<file path="src/rtl/dds_ctrl_pkg.sv">
// Shared types and constants for the DDS sequencer.
// Optional sweep feature is enabled with DDS_CTRL_SWEEP_EN.
package dds_ctrl_pkg;

    typedef enum logic [1:0] {
        S_IDLE  = 2'd0,
        S_PRIME = 2'd1,
        S_LOAD  = 2'd2,
        S_RUN   = 2'd3
    } dds_ctrl_state_t;

    localparam int LUT_DEPTH_DEF = 4096;
    localparam int STEP_W        = 32;

endpackage

</file>
<file path="src/rtl/dds_dwell_timer.sv">
// Loadable down-counter; o_expire flags the last cycle of a dwell.
// Used by dds_ctrl only when DDS_CTRL_SWEEP_EN is defined.
module dds_dwell_timer #(
    parameter int W = 16
) (
    input  logic         i_clk,
    input  logic         i_reset,
    input  logic         i_clr,
    input  logic         i_load,
    input  logic [W-1:0] i_load_val,
    input  logic         i_en,
    output logic         o_expire
);

    logic [W-1:0] r_cnt;

    always_ff @(posedge i_clk or posedge i_reset) begin
        if (i_reset) begin
            r_cnt <= '0;
        end else if (i_clr) begin
            r_cnt <= '0;
        end else if (i_load) begin
            r_cnt <= i_load_val;
        end else if (i_en && (r_cnt != '0)) begin
            r_cnt <= r_cnt - W'(1);
        end
    end

    assign o_expire = i_en && (r_cnt == W'(1));

endmodule

</file>
<file path="src/rtl/dds_ctrl.sv">
// DDS sequencer: streams the LUT from the host, then runs a tone or sweep.
// Define DDS_CTRL_SWEEP_EN to enable the dwell/increment sweep in RUN.
module dds_ctrl
    import dds_ctrl_pkg::*;
#(
    parameter int LUT_DEPTH = LUT_DEPTH_DEF,
    parameter int DWELL_W   = 16
) (
    input  logic               i_clk,
    input  logic               i_reset,
    input  logic               i_load,
    input  logic [7:0]         i_wr_data,
    input  logic               i_wr_valid,
    output logic               o_wr_ready,
    input  logic               i_start,
    input  logic               i_abort,
    input  logic [STEP_W-1:0]  i_f_start,
    input  logic [STEP_W-1:0]  i_f_stop,
    input  logic [STEP_W-1:0]  i_f_inc,
    input  logic [DWELL_W-1:0] i_dwell,
    output logic [7:0]         o_cfg,
    output logic               o_cfg_ce,
    output logic [STEP_W-1:0]  o_step,
    output logic               o_busy,
    output logic               o_lut_loaded,
    output logic               o_done,
    output logic               o_err
);

    localparam int CNT_W = $clog2(LUT_DEPTH);

    dds_ctrl_state_t   r_state;
    logic [CNT_W-1:0]  r_cnt;
    logic              r_wr_ready;
    logic [7:0]        r_cfg;
    logic              r_cfg_ce;
    logic [STEP_W-1:0] r_step;
    logic              r_busy;
    logic              r_lut_loaded;
    logic              r_err;

    logic w_hs;
    logic w_last;
    logic w_accept;

    assign w_hs     = r_wr_ready && i_wr_valid;
    assign w_last   = w_hs && (r_cnt == CNT_W'(LUT_DEPTH - 1));
    assign w_accept = r_lut_loaded && (i_f_start != '0);

`ifdef DDS_CTRL_SWEEP_EN
    logic [STEP_W-1:0]  r_f_stop;
    logic [STEP_W-1:0]  r_f_inc;
    logic [DWELL_W-1:0] r_dwell;
    logic               r_done;
    logic [DWELL_W-1:0] w_dwell_in;
    logic [STEP_W:0]    w_next;
    logic               w_end;
    logic               w_expire;
    logic               w_tmr_load;
    logic [DWELL_W-1:0] w_tmr_val;

    assign w_dwell_in = (i_dwell == '0) ? DWELL_W'(1) : i_dwell;
    assign w_next     = {1'b0, r_step} + {1'b0, r_f_inc};
    // A carry out of the 32-bit add ends the sweep like passing f_stop.
    assign w_end      = w_next[STEP_W] || (w_next[STEP_W-1:0] > r_f_stop);
    assign w_tmr_val  = (r_state == S_IDLE) ? w_dwell_in : r_dwell;
    assign w_tmr_load = !i_abort && (
        ((r_state == S_IDLE) && !i_load && i_start && w_accept) ||
        ((r_state == S_RUN) && w_expire && !w_end));

    dds_dwell_timer #(.W(DWELL_W)) u_timer (
        .i_clk      (i_clk),
        .i_reset    (i_reset),
        .i_clr      (i_abort),
        .i_load     (w_tmr_load),
        .i_load_val (w_tmr_val),
        .i_en       (r_state == S_RUN),
        .o_expire   (w_expire)
    );

    always_ff @(posedge i_clk or posedge i_reset) begin
        if (i_reset) begin
            r_f_stop <= '0;
            r_f_inc  <= '0;
            r_dwell  <= '0;
            r_done   <= 1'b0;
        end else begin
            r_done <= 1'b0;
            if (!i_abort && (r_state == S_IDLE) && !i_load
                && i_start && w_accept) begin
                r_f_stop <= i_f_stop;
                r_f_inc  <= i_f_inc;
                r_dwell  <= w_dwell_in;
            end
            if (!i_abort && (r_state == S_RUN) && w_expire && w_end) begin
                r_done <= 1'b1;
            end
        end
    end

    assign o_done = r_done;
`else
    logic w_unused;
    assign w_unused = ^{i_f_stop, i_f_inc, i_dwell};
    assign o_done   = 1'b0;
`endif

    always_ff @(posedge i_clk or posedge i_reset) begin
        if (i_reset) begin
            r_state      <= S_IDLE;
            r_cnt        <= '0;
            r_wr_ready   <= 1'b0;
            r_cfg        <= '0;
            r_cfg_ce     <= 1'b0;
            r_step       <= '0;
            r_busy       <= 1'b0;
            r_lut_loaded <= 1'b0;
            r_err        <= 1'b0;
        end else begin
            r_cfg_ce <= 1'b0;
            r_err    <= 1'b0;
            if (i_abort) begin
                r_state    <= S_IDLE;
                r_step     <= '0;
                r_wr_ready <= 1'b0;
                r_cnt      <= '0;
                r_busy     <= 1'b0;
                if ((r_state == S_PRIME) || (r_state == S_LOAD)) begin
                    r_lut_loaded <= 1'b0;
                end
            end else begin
                unique case (r_state)
                    S_IDLE: begin
                        if (i_load) begin
                            r_state      <= S_PRIME;
                            r_step       <= STEP_W'(1);
                            r_busy       <= 1'b1;
                            r_lut_loaded <= 1'b0;
                        end else if (i_start) begin
                            if (w_accept) begin
                                r_state <= S_RUN;
                                r_step  <= i_f_start;
                                r_busy  <= 1'b1;
                            end else begin
                                r_err <= 1'b1;
                            end
                        end
                    end
                    S_PRIME: begin
                        r_state    <= S_LOAD;
                        r_step     <= '0;
                        r_wr_ready <= 1'b1;
                        r_cnt      <= '0;
                    end
                    S_LOAD: begin
                        if (w_hs) begin
                            r_cfg    <= i_wr_data;
                            r_cfg_ce <= 1'b1;
                            r_cnt    <= r_cnt + CNT_W'(1);
                        end
                        if (w_last) begin
                            r_wr_ready   <= 1'b0;
                            r_state      <= S_IDLE;
                            r_busy       <= 1'b0;
                            r_lut_loaded <= 1'b1;
                        end
                    end
                    S_RUN: begin
`ifdef DDS_CTRL_SWEEP_EN
                        if (w_expire) begin
                            if (w_end) begin
                                r_step  <= '0;
                                r_state <= S_IDLE;
                                r_busy  <= 1'b0;
                            end else begin
                                r_step <= w_next[STEP_W-1:0];
                            end
                        end
`endif
                    end
                    default: r_state <= S_IDLE;
                endcase
            end
        end
    end

    assign o_wr_ready   = r_wr_ready;
    assign o_cfg        = r_cfg;
    assign o_cfg_ce     = r_cfg_ce;
    assign o_step       = r_step;
    assign o_busy       = r_busy;
    assign o_lut_loaded = r_lut_loaded;
    assign o_err        = r_err;

endmodule

</file>
<file path="config.mk">
export PLATFORM = sky130hd
export DESIGN_NAME = dds_ctrl
export DESIGN_NICKNAME = d
export VERILOG_FILES = /design/src/rtl/dds_ctrl_pkg.sv /design/src/rtl/dds_dwell_timer.sv /design/src/rtl/dds_ctrl.sv
export SDC_FILE = /design/constraint.sdc
export NUM_CORES = 1
export LEC_CHECK = 0
export BUFFER_PORTS_ARGS = -buffer_cell sky130_fd_sc_hd__buf_4
export CAP_MARGIN = 5
export CORE_UTILIZATION = 30
export CTS_CLUSTER_SIZE = 14
export DETAILED_ROUTE_END_ITERATION = 6
export GPL_TIMING_DRIVEN = 1
export SLEW_MARGIN = 10
export SYNTH_ARGS = -nofsm -noshare
export SYNTH_HDL_FRONTEND = slang
export SYNTH_SLANG_ARGS = --single-unit
export TNS_END_PERCENT = 100
</file>
<file path="constraint.sdc">
create_clock -name i_clk -period 4.2 [get_ports i_clk]
set_clock_uncertainty 0.05 [all_clocks]
set_input_delay 0.21 -clock i_clk [delete_from_list [all_inputs] [get_ports i_clk]]
set_output_delay 0.21 -clock i_clk [all_outputs]
set_load 0.005 [all_outputs]
</file>
== Yosys cells after proc, flatten, opt, wreduce, memory -nomap -nowiden ==
Cells that the tools add are included.

* Bits in registers: 59
* Bits of input ports: 126
* Output and inout bits: 46
* Logic and storage cells: 72

* Add/subtract/negate cells: 1
* Equal/unequal tests: 9
* Muxes and demuxes: 35
* Bitwise gates (word level): 1
* Reductions and logical operators: 17

{| class="wikitable"
|+ Operator list
! cell !! count
|-
| two-way mux 32 bit || 4
|-
| one-hot mux 32 bit (2 select lines) || 1
|-
| nonzero test 32 bit || 1
|-
| two-way mux 12 bit || 2
|-
| one-hot mux 12 bit (2 select lines) || 1
|-
| two-way mux 1 bit || 18
|-
| adder 12 x 1 -> 12 bit (second input constant) || 1
|-
| equality test 12 bit (second input constant) || 1
|-
| AND reduction 4 bit || 3
|-
| two-way mux 2 bit || 5
|-
| inequality test 3 bit (second input constant) || 3
|-
| nonzero test 3 bit || 3
|-
| inequality test 4 bit (second input constant) || 2
|-
| one-hot mux 1 bit (2 select lines) || 3
|-
| one-hot mux 2 bit (3 select lines) || 1
|-
| AND reduction 3 bit || 2
|-
| AND reduction 2 bit || 2
|-
| nonzero test 4 bit || 1
|-
| logical AND 1 bit || 3
|-
| equality test 2 x 1 -> 1 bit (second input constant) || 1
|-
| equality test 2 bit (second input constant) || 1
|-
| logical NOT 2 bit || 1
|-
| inequality test 2 x 1 -> 1 bit (second input constant) || 1
|-
| logical OR 1 bit || 1
|-
| NOT 1 bit || 1
|}

== Longest topological paths before layout ==
Gate-level depths: netlist of run 1.

* Word-level depth: 7
* Depth in mapped cells: 7
* Mapped depth without buffers: 7

== Worst setup path after synthesis of run 1 ==
OpenSTA, ideal clock, no wires.

* Kind: register to register
* Start: reg r_state[0]
* End: reg r_cnt[8]
* Setup time: 128 ps
* Arrival: 1689 ps
* Data required time: 4022 ps
* Slack: 2333 ps
* Stages on the path, launching flop included: 8
* Path buffers: 0
* Period minus slack after synthesis: 1867 ps
* Cell sequence: dfrtp_1 > inv_1 > ha_1 > nand2b_1 > a31oi_1 > or3b_1 > xor2_1 > nor2_1

* Cells in the longest elaborated chain, start to end: 3
* Elaborated cells between the ends (all ways): 7
* Those cells by class: 3 x eq/ne; 2 x mux; 2 x reduce/logical

{| class="wikitable"
|+ Ends and longest elaborated chain
! what !! line !! RTL
|-
| from (decl) || dds_ctrl.sv:32 || <nowiki>dds_ctrl_state_t r_state;</nowiki>
|-
| from (signal assigned) || dds_ctrl.sv:110 || <nowiki>r_state <= S_IDLE;</nowiki>
|-
| from (signal assigned) || dds_ctrl.sv:123 || <nowiki>r_state <= S_IDLE;</nowiki>
|-
| from (signal assigned) || dds_ctrl.sv:135 || <nowiki>r_state <= S_PRIME;</nowiki>
|-
| equality test 2 bit / equality test 2 x 1 -> 1 bit (equally long branches) || dds_ctrl.sv:132 || <nowiki>unique case (r_state)</nowiki>
|-
| one-hot mux 12 bit (2 select lines), or another cell as far along || dds_ctrl.sv:132 ||
|-
| two-way mux 12 bit / AND reduction 2 bit (equally long branches) || n/a ||
|-
| to (signal assigned) || dds_ctrl.sv:159 || <nowiki>r_cnt <= r_cnt + CNT_W'(1);</nowiki>
|-
| to (decl) || dds_ctrl.sv:33 || <nowiki>logic [CNT_W-1:0] r_cnt;</nowiki>
|}

Parallel ways exist; a longest one is shown, timed or not.
A chain may end at the register's enable or synchronous reset.

== Worst setup path after layout of run 1 ==
* Start: reg r_state[0]
* End: reg r_step[0] (netlist: o_step[0])

* Cells in the longest elaborated chain, start to end: 3
* Elaborated cells between the ends (all ways): 8
* Those cells by class: 3 x eq/ne; 2 x mux; 3 x reduce/logical

{| class="wikitable"
|+ Ends and longest elaborated chain
! what !! line !! RTL
|-
| equality test 2 x 1 -> 1 bit / logical NOT 2 bit (equally long branches) || dds_ctrl.sv:132 ||
|-
| one-hot mux 32 bit (2 select lines), or another cell as far along || dds_ctrl.sv:132 ||
|-
| two-way mux 32 bit / AND reduction 3 bit (equally long branches) || n/a ||
|-
| to (signal assigned) || dds_ctrl.sv:142 || <nowiki>r_step <= i_f_start;</nowiki>
|-
| to (decl) || dds_ctrl.sv:37 || <nowiki>logic [STEP_W-1:0] r_step;</nowiki>
|}

Parallel ways exist; a longest one is shown, timed or not.

==> summary.md, run 1 <==
| Metric | Value |
|---|---|
| Clk Latency, worst-skew pair | `0.33 ns` |
| Slew Viols, Final | `0` |
| First-pass GRT wire length | `10.5 mm` |
| Top Ports | `approximately 170` |
| Worst R2R Setup Slack | `1.91 ns` |
| Die width | `98.6 microns` |
| Synth top area cells | `dfrtp_1 (53%), mux2i_1 (11%), inv_1 (5.2%)` |
| Post-synth net total | `399` |
| Number of flops mapped to enable cells by yosys | `0` |
| F_max | `437 MHz` |
| Distinct cells, synth | `33` |
| Clk slew on worst S/H paths | `around 0.070 ns` |
| ANT cells | `0` |
| Ys async rst share | `100%` |
| Gate Count Post-Synth | `approximately 270` |
| Largest net degree at the start of global routing | `42` |
| Post-CTS Resized | `0` |
| Number of clock sinks | `59` |
| Fillers | `871` |
| Num rows | `34` |
| Area leader, netlist | `dfrtp_1` |
| H-Tree Depth | `3` |
| RSZ-0062 raised after global routing | `false` |
| CTS tree | `done` |
| Number of global-route vias before repair | `2,225` |
| # hold bufs at CTS | `1` |
| Setup crit start kind | `flip-flop` |
| Commonest cells in the netlist | `dfrtp_1 (59), inv_1 (39), nand2_1 (37), mux2i_1 (32), nor2_1 (15)` |
| Total CTS buffers | `9` |
| Number of remaining DRC errors | `0` |
| Status | `finished clean` |
| Pwr/cell area | `around 480 nW/um^2` |
| Max Cap Violations | `0` |
| Critical path class | `reg2reg` |
| Relative slew margins | `46.6%` |
| Via count | `between 2,000 and 2,500` |
| Fraction of layout cells with a size suffix above 1 | `33.6%` |
| Gr ovfl total | `0` |
| Final Setup Violations | `0` |
| TNS Setup | `0 ns` |
| Post-route ant nets | `0` |
| Clk Tree Root Cell | `clkbuf_8` |
| Post-CTS Setup Repair Bufs | `0` |
| Vias per cell | `4.57` |
| Core Region | `8890 sq um` |
| Most numerous cell in the Yosys netlist | `dfrtp_1` |
| Final nets | `~500` |
| Area Overhead vs Synth | `33.5%` |
| Full die area | `roughly 10000 sq um` |
| Maximum fanout along the worst path | `32` |
| Post-Syn Area per Cell | `approximately 10 sq um` |
| Dpl hpwl | `4.50 mm` |
| Yosys top cell area share | `52.7%` |
| DR WL/cell | `13.1 microns` |
| Post-Route WL | `6.23 mm` |
| Chip height | `98.6 microns` |
| Sequential share of the synthesized area | `52.7%` |
| Router iterations before antenna repair | `4` |
| Synthesized flop and latch total | `a little under 60` |
| Hold Path Class | `in2reg` |
| Worst Path Required | `4.37 ns` |
| Starting DRT DRC Count | `73` |
| Finished Layout Cells | `477` |
| RePlAce Congestion | `0.724` |
| Leak | `1.92 nW` |
| Most used flip-flop cell after synthesis | `dfrtp_1` |
| Post-route minimum period | `2.29 ns` |
| Final hold viol count | `0` |
| Maximum clock path buffer count | `2` |
| Initial core utilization | `31.5%` |
| Initial antenna violation count | `0` |
| Ys Warns | `0` |
| Arr. time, crit path | `~2.5 ns` |
| Port Buffers | `90` |
| Peak supply drop | `0.178 mV` |
| Cells after DPL | `462` |
| Total GRT Usage | `13.8%` |
| Final period util | `54.5%` |
| Worst setup EP type | `flip-flop` |
| Least-Margin Pin Slew | `0.800 ns` |
| Mapped Area | `2800 sq um` |
kinds of logic after synthesis:
group,synth area share (%)
AOI/OAI and AO/OA,4.47
xor gates and xnor gates,2.50
adders and majority gates,1.79
buffers and inverters,7.60
DFF,52.7
muxes,16.3
other,0.134
and+or+nand+nor,14.5
power breakdown:
group	switching (W)	internal [W]
clock network	0.000213	0.000203
registers	0.0000769	0.000684
logic	0.000283	0.000335
total	0.000574	0.00122
through the flow:
stage | util [%] | instance area, sq um | worst slack (ns) | hold slack (ns) | total power (W)
final | 42.0 | 3740 | 1.91 | 0.0564 | 0.00180
after detailed placement | 40.2 | 3580 | 1.91 | 0.194 | 0.00140
after floorplan | - | 2800 | 2.33 | 0.297 | 0.00113
after global placement | 40.2 | 3580 | 1.94 | 0.191 | 0.00139
after global routing | 42.0 | 3740 | 1.77 | 0.0288 | 0.00192
after CTS | 42.0 | 3740 | 1.89 | 0.0372 | 0.00183
routing by layer:
layer / track usage [%] / part of all wire (%) / up-vias
met5: 0 / 0 / -
met4: 3.79 / 1.0 / 0
met3: 5.89 / 6.5 / 5
met2: 22.1 / 45 / 68
met1: 17.0 / 47 / 1029
li1: - / - / 1078
worst max-delay path, cell delays in order (launching register included):
cell and delay (ns):
dfrtp_1 0.43, inv_1 0.12, ha_1 0.16, nor3b_1 0.66, a21oi_4 0.08, buf_4 0.33, mux2_2 0.33
registers in the layout, indices dropped and copies added, names as in the netlist:
signal / flops
o_busy: 1
o_cfg: 8
o_cfg_ce: 1
o_err: 1
o_lut_loaded: 1
o_step: 32
o_wr_ready: 1
r_cnt: 12
r_state: 2
cell type report:
class	count	area, sq um	area share (%)
inverter	39	146	3.92
clock inverter	4	20.0	0.536
timing repair buffer	94	708	19.0
sequential	59	1480	39.5
clock buffer	10	128	3.42
multi-input combinational	163	1120	30.0
tap	108	135	3.62
cells in the final DEF (no fill, tap or decap), types with 2 or more instances in the layout:
| cell | synthesis | layout |
|---|---|---|
| a21oi_1 | 4 | 4 |
| nand2_1 | 37 | 37 |
| or3_1 | 2 | 2 |
| nor4_1 | 9 | 9 |
| o21ai_0 | 6 | 6 |
| clkinv_2 | 0 | 4 |
| mux2i_1 | 32 | 32 |
| nand4_1 | 5 | 5 |
| nor2_1 | 15 | 15 |
| inv_1 | 39 | 38 |
| o31ai_1 | 2 | 2 |
| dfrtp_1 | 59 | 59 |
| clkbuf_8 | 1 | 9 |
| nor3b_1 | 2 | 2 |
| ha_1 | 4 | 4 |
| xnor2_1 | 4 | 4 |
| xor2_1 | 4 | 4 |
| nand2b_1 | 2 | 2 |
| nor3_1 | 5 | 4 |
| nand3_1 | 7 | 7 |
| mux2_2 | 12 | 12 |
| buf_4 | 1 | 93 |
| a31oi_1 | 2 | 2 |
worst paths after layout:
| kind | from | end | depth (start not counted) |
|---|---|---|---|
| max in group asynchronous | i_reset | r_cnt[11] | 4 |
| hold / removal | i_wr_data[5] | o_cfg[5] | 2 |
| hold reg to reg | o_cfg[6] | o_cfg[6] | 1 |
| setup / recovery | r_state[0] | o_step[0] | 6 |
| min in group asynchronous | i_reset | o_step[24] | 3 |
| setup reg to reg | r_state[0] | o_step[0] | 6 |
No activity file was read; power rests on OpenSTA's default activity.
==> inputs of run 2 (changes only) <==
- clock period: 4.2 -> 2.1 ns (I/O delays scaled with it)
==> run 2 against run 1 <==
Effect of this change: setup slack worse by 1.8 ns; register-to-register slack worse by 1.8 ns; non-clock buffer count increased by 55; power is 130% higher; largest power group unchanged; flip-flop and latch count did not move; critical path depth is 2 higher; die area did not move; critical endpoint is now r_state[1]; highest routed layer unchanged; clock power grew to 2.9 times the previous value.
==> summary.md, run 2 (synthesized netlist as in run 1, its figures left out) <==
| Metric | Value |
|---|---|
| Number of flip-flops in the largest register | `32` |
| Dpl ws | `0.0523 ns` |
| Top Ports | `172` |
| Crit path top cell by count | `buf_4` |
| Post-Route WL | `6.92 mm` |
| Number of remaining DRC errors | `0` |
| Leak | `2.21 nW` |
| RePlAce Congestion | `0.723` |
| Max Cap Violations | `0` |
| DR WL/cell | `13.0 microns` |
| Most frequent cells in the layout | `buf_4 (105), dfrtp_1 (59), dlygate4sd3_1 (42)` |
| First-pass GRT wire length | `11.4 mm` |
| Port Buffers | `90` |
| Vias per cell | `~4.5` |
| Critical path class | `in2reg` |
| Maximum fanout along the worst path | `3` |
| Worst R2R Setup Slack | `0.10 ns` |
| Worst Path Required | `2.27 ns` |
| Hold Path Class | `in2reg` |
| Clk Tree Root Cell | `clkbuf_8` |
| Chip height | `around 99 microns` |
| RSZ-0062 raised after global routing | `true` |
| Post-route ant nets | `0` |
| FF-to-FF End | `o_step[7]` |
| Largest stage delay, worst path | `0.54 ns` |
| Cells after DPL | `470` |
| Finished Layout Cells | `534` |
| Final nets | `551` |
| Core Region | `8890 sq um` |
| R2r worst-path depth | `7` |
| CTS tree | `done` |
| Dpl hpwl | `4.46 mm` |
| Status | `finished clean` |
| Final hold viol count | `0` |
| Slack of the critical path | `0.0687 ns` |
| Total GRT Usage | `15.1%` |
| Worst Setup EP | `r_state[1]` |
| CP Depth | `8` |
| Area of the multi-input gates | `1150 sq um` |
| F_max | `roughly 500 MHz` |
| Total CTS buffers | `9` |
| Slew Viols, Final | `0` |
| Die width | `98.6 microns` |
| Crit path from | `i_f_start[29]` |
| Full die area | `9720 sq um` |
| Number of clock sinks | `roughly 60` |
| Arr. time, crit path | `2.20 ns` |
| TNS Setup | `0 ns` |
| Starting DRT DRC Count | `62` |
| Final period util | `96.7%` |
| Final Setup Violations | `0` |
| Least-Margin Pin Slew | `between 0.4 and 0.5 ns` |
| Worst setup EP type | `flip-flop` |
| Finished Core Util | `49.3%` |
| Relative slew margins | `66.7%` |
| Storage element area | `1480 sq um` |
| Num rows | `34` |
| Number of global-route vias before repair | `2,436` |
| Via count | `2,413` |
| Top delay family on crit path | `buffers and inverters` |
| Largest net degree at the start of global routing | `60` |
| Initial core utilization | `31.5%` |
| Initial antenna violation count | `0` |
| H-Tree Depth | `3` |
| Clk Latency, worst-skew pair | `0.34 ns` |
| Gr ovfl total | `0` |
| Clk slew on worst S/H paths | `around 0.06 ns` |
| Setup crit start kind | `input pin` |
| Post-route minimum period | `2.03 ns` |
| ANT cells | `0` |
| Fraction of layout cells with a size suffix above 1 | `34.5%` |
| Pwr/cell area | `about 950 nW/um^2` |
| Area Overhead vs Synth | `56.7%` |
| WP buf/inv | `3` |
| Maximum clock path buffer count | `2` |
| Fillers | `816` |
| Router iterations before antenna repair | `4` |
| FF-to-FF Start | `r_state[0]` |
| Critical path cell sequence | `dlygate4sd3_1 -> buf_4 -> nor4_1 -> nand4_1 -> o211ai_2 -> buf_4 -> a221oi_2 -> mux2_2` |
| Critical-path top delay cell | `dlygate4sd3_1` |
| Leading cell type in the layout, fill and taps excluded | `buf_4` |
| Peak supply drop | `0.440 mV` |
run 2: cell count changes in the layout (fill, tap and decap cells not counted), moves of 2 or more:
cell           delta
buf_4            +12
buf_12            +2
a31oi_1           -2
dlygate4sd3_1    +41
ha_2              +2
clkbuf_8          +2
ha_1              -2
bufinv_16         +2
a31oi_2           +2
run 2: metal layers:
metal	part of all wire, %	global-route usage [%]
met3	4.8	5.46
met1	46	18.0
met2	48	25.9
met4	0.91	3.79
met5	0	0
run 2: worst register-to-register path, stage by stage (launching register included):
cell and delay [ns]:
dfrtp_1 0.42, inv_1 0.12, ha_1 0.22, nor3b_1 0.13
buf_4 0.16, a21oi_4 0.31, buf_4 0.28, mux2i_1 0.23
run 2: final cells by class:
cell class	instances	area share, %
sequential	59	33.7
multi-input combinational	163	26.3
timing repair buffer	149	28.5
inverter	39	3.34
tap	108	3.08
clock buffer	11	3.45
clock inverter	5	1.71
run 2: stage by stage:
step	hold WS, ns	total power, W	instance area (sq um)
finish	0.155	0.00417	4390
global route	0.163	0.00443	4390
CTS	0.142	0.00415	4310
detailed placement	0.155	0.00286	3660
global placement	0.160	0.00285	3660
floorplan	0.192	0.00226	2800
run 2: worst min path at each step:
stage | startpoint | endpoint | slack, ns | depth (start not counted)
detailed placement | i_reset | o_step[28] | 0.16 | 3
finish | i_wr_valid | o_cfg_ce | 0.16 | 4
CTS | i_wr_valid | o_cfg_ce | 0.14 | 4
global placement | i_reset | o_step[28] | 0.16 | 3
floorplan | i_f_start[10] | o_step[10] | 0.19 | 2
global route | i_wr_valid | o_cfg_ce | 0.16 | 4
run 2: what timing repair did:
action	CTS	global route
hold endpoints to repair	100	0
endpoints found under the setup margin	0	31
resized for setup	0	6
buffers inserted	0	6
hold buffers	42	0
run 2: report_power, final:
part           switching [W]  internal, W  total, W
registers           0.000145      0.00137   0.00151
logic               0.000635     0.000833   0.00147
clock network       0.000466     0.000727   0.00119
==> inputs of run 3 (changes only) <==
- PLACE_DENSITY_LB_ADDON: unset -> 0.3
- SETUP_SLACK_MARGIN: unset -> 0.5
- clock period: 2.1 -> 2 ns (I/O delays scaled with it)
==> run 3 against run 2 <==
Effect of this change: final cell count increased by 3.9%; worst hold slack worse by 0.10 ns; non-clock buffer count up 20; clock power is 6% higher; setup slack improved by 0.10 ns; clock-buffer cell count grew 1; sequential share of layout area decreased by 3.0 points; wire length increased by 12%; critical endpoint unchanged; highest routed layer unchanged.
==> summary.md, run 3 (synthesized netlist as in run 1, its figures left out) <==
| Metric | Value |
|---|---|
| F_max | `546 MHz` |
| Largest net degree at the start of global routing | `approximately 50` |
| RePlAce Congestion | `0.783` |
| TNS Setup | `0 ns` |
| Worst setup EP type | `flip-flop` |
| Total GRT Usage | `16.6%` |
| Most frequent cells in the layout | `buf_4 (118), dfrtp_1 (58), dlygate4sd3_1 (41)` |
| Status | `finished clean` |
| Gr ovfl total | `0` |
| Max Cap Violations | `0` |
| Number of clock sinks | `approximately 60` |
| Peak supply drop | `0.552 mV` |
| WP buf/inv | `0` |
| FF-to-FF End | `r_state[1]` |
| Die width | `98.6 microns` |
| CTS tree | `done` |
| RSZ-0062 raised after global routing | `true` |
| Number of remaining DRC errors | `0` |
| Arr. time, crit path | `2.01 ns` |
| FF-to-FF Start | `r_cnt[8]` |
| Vias per cell | `4.55` |
| H-Tree Depth | `3` |
| Worst Path Required | `2.17 ns` |
| Hold Crit Depth | `2` |
| Full die area | `9720 sq um` |
| Initial antenna violation count | `0` |
| Critical-path top delay cell | `dfrtp_1` |
| Final Setup Violations | `0` |
| Clk Tree Root Cell | `clkbuf_8` |
| Cells after DPL | `465` |
| Post-route ant nets | `0` |
| Initial core utilization | `a little under a third` |
| Port Buffers | `90` |
| Post-Route WL | `7.77 mm` |
| Largest stage delay, worst path | `0.39 ns` |
| Clk slew on worst S/H paths | `0.06 ns` |
| Via count | `2,528` |
| Core Region | `8890 sq um` |
| ANT cells | `0` |
| Crit path from | `r_cnt[8]` |
| Maximum fanout along the worst path | `3` |
| Leak | `2.41 nW` |
| Top Ports | `about 170` |
| DR WL/cell | `~14 microns` |
| Final nets | `572` |
| Number of global-route vias before repair | `2,584` |
| Chip height | `98.6 microns` |
| Starting DRT DRC Count | `68` |
| Number of flip-flops in the largest register | `32` |
| Router iterations before antenna repair | `5` |
| Final period util | `roughly 92%` |
| Pwr/cell area | `1010 nW/um^2` |
| Worst R2R Setup Slack | `0.17 ns` |
| Maximum clock path buffer count | `2` |
| Total CTS buffers | `9` |
| CP Depth | `5` |
| Setup crit start kind | `flip-flop` |
| Worst Setup EP | `r_state[1]` |
| Num rows | `34` |
| First-pass GRT wire length | `12.4 mm` |
| Top delay family on crit path | `simple AND/OR/NAND/NOR gates` |
| R2r worst-path depth | `5` |
| Fraction of layout cells with a size suffix above 1 | `41.8%` |
| Hold Path Class | `in2reg` |
| Final hold viol count | `0` |
| Dpl hpwl | `around 4.8 mm` |
| Finished Layout Cells | `~560` |
| Slew Viols, Final | `0` |
| Critical path class | `reg2reg` |
| Critical path cell sequence | `nand4_1 -> nor4_4 -> nor3_4 -> a221oi_4 -> mux2_4` |
| Post-route minimum period | `approximately 1.8 ns` |
| Area Overhead vs Synth | `72.2%` |
| Leading cell type in the layout, fill and taps excluded | `buf_4` |
| Clk Latency, worst-skew pair | `0.34 ns` |
==> run 3: cell count changes in the layout (fill, tap and decap cells not counted), sizes merged <==
| cell | change |
|---|---|
| buf | +20 |
| bufbuf | +1 |
| clkbuf | +1 |
| clkinv | -2 |
| clkinvlp | +2 |
| dlygate4sd3 | -1 |
| inv | -1 |
| nand3 | +1 |
==> run 3: stage by stage <==
step / utilization, % / setup WS, ns / power (W) / instance area [sq um] / hold WS (ns)
final: 54.2 / 0.169 / 0.00486 / 4820 / 0.0530
after global routing: 54.2 / 0.0865 / 0.00515 / 4820 / 0.0545
after CTS: 52.3 / 0.169 / 0.00475 / 4650 / 0.0230
after detailed placement: 42.1 / 0.119 / 0.00314 / 3740 / 0.0117
after global placement: 42.1 / 0.123 / 0.00311 / 3740 / 0.00640
after floorplan: - / 0.302 / 0.00247 / 2910 / 0.150
==> run 3: worst min path at each step <==
stage | start | endpoint | slack (ns)
detailed placement | i_reset | o_cfg[4] | 0.01
floorplan | i_reset | o_busy | 0.15
CTS | i_abort | o_wr_ready | 0.02
finish | i_abort | o_wr_ready | 0.05
global route | i_abort | o_wr_ready | 0.05
global placement | i_reset | o_cfg[4] | 0.006
==> run 3: per-layer routing <==
metal	global-route usage, %	vias up	share of wire [%]
met5	0	-	0
met4	7.46	0	1.7
met3	5.18	11	6.1
met2	25.1	77	45
met1	21.7	1197	47
li1	-	1243	-
==> run 3: what timing repair did <==
item,CTS,global route
setup buffers,17,14
setup endpoints to repair,55,55
endpoints found under the hold margin,99,0
gates resized for setup,22,14
pin swaps,15,10
cloned,2,0
hold buffers,41,0
==> run 3: power by group <==
part	internal [W]	switching (W)	leakage [nW]
registers	0.00144	0.000156	0.801
logic	0.00116	0.000850	1.50
clock network	0.000768	0.000493	0.113
==> run 3: cell type report <==
cell class,count,area [sq um]
Fill cell,751,4070
Sequential cell,59,1480
Timing Repair Buffer,169,1460
Multi-Input combinational cell,164,1360
Inverter,39,160
Clock buffer,12,155
Tap cell,108,135
Clock inverter,4,72.6
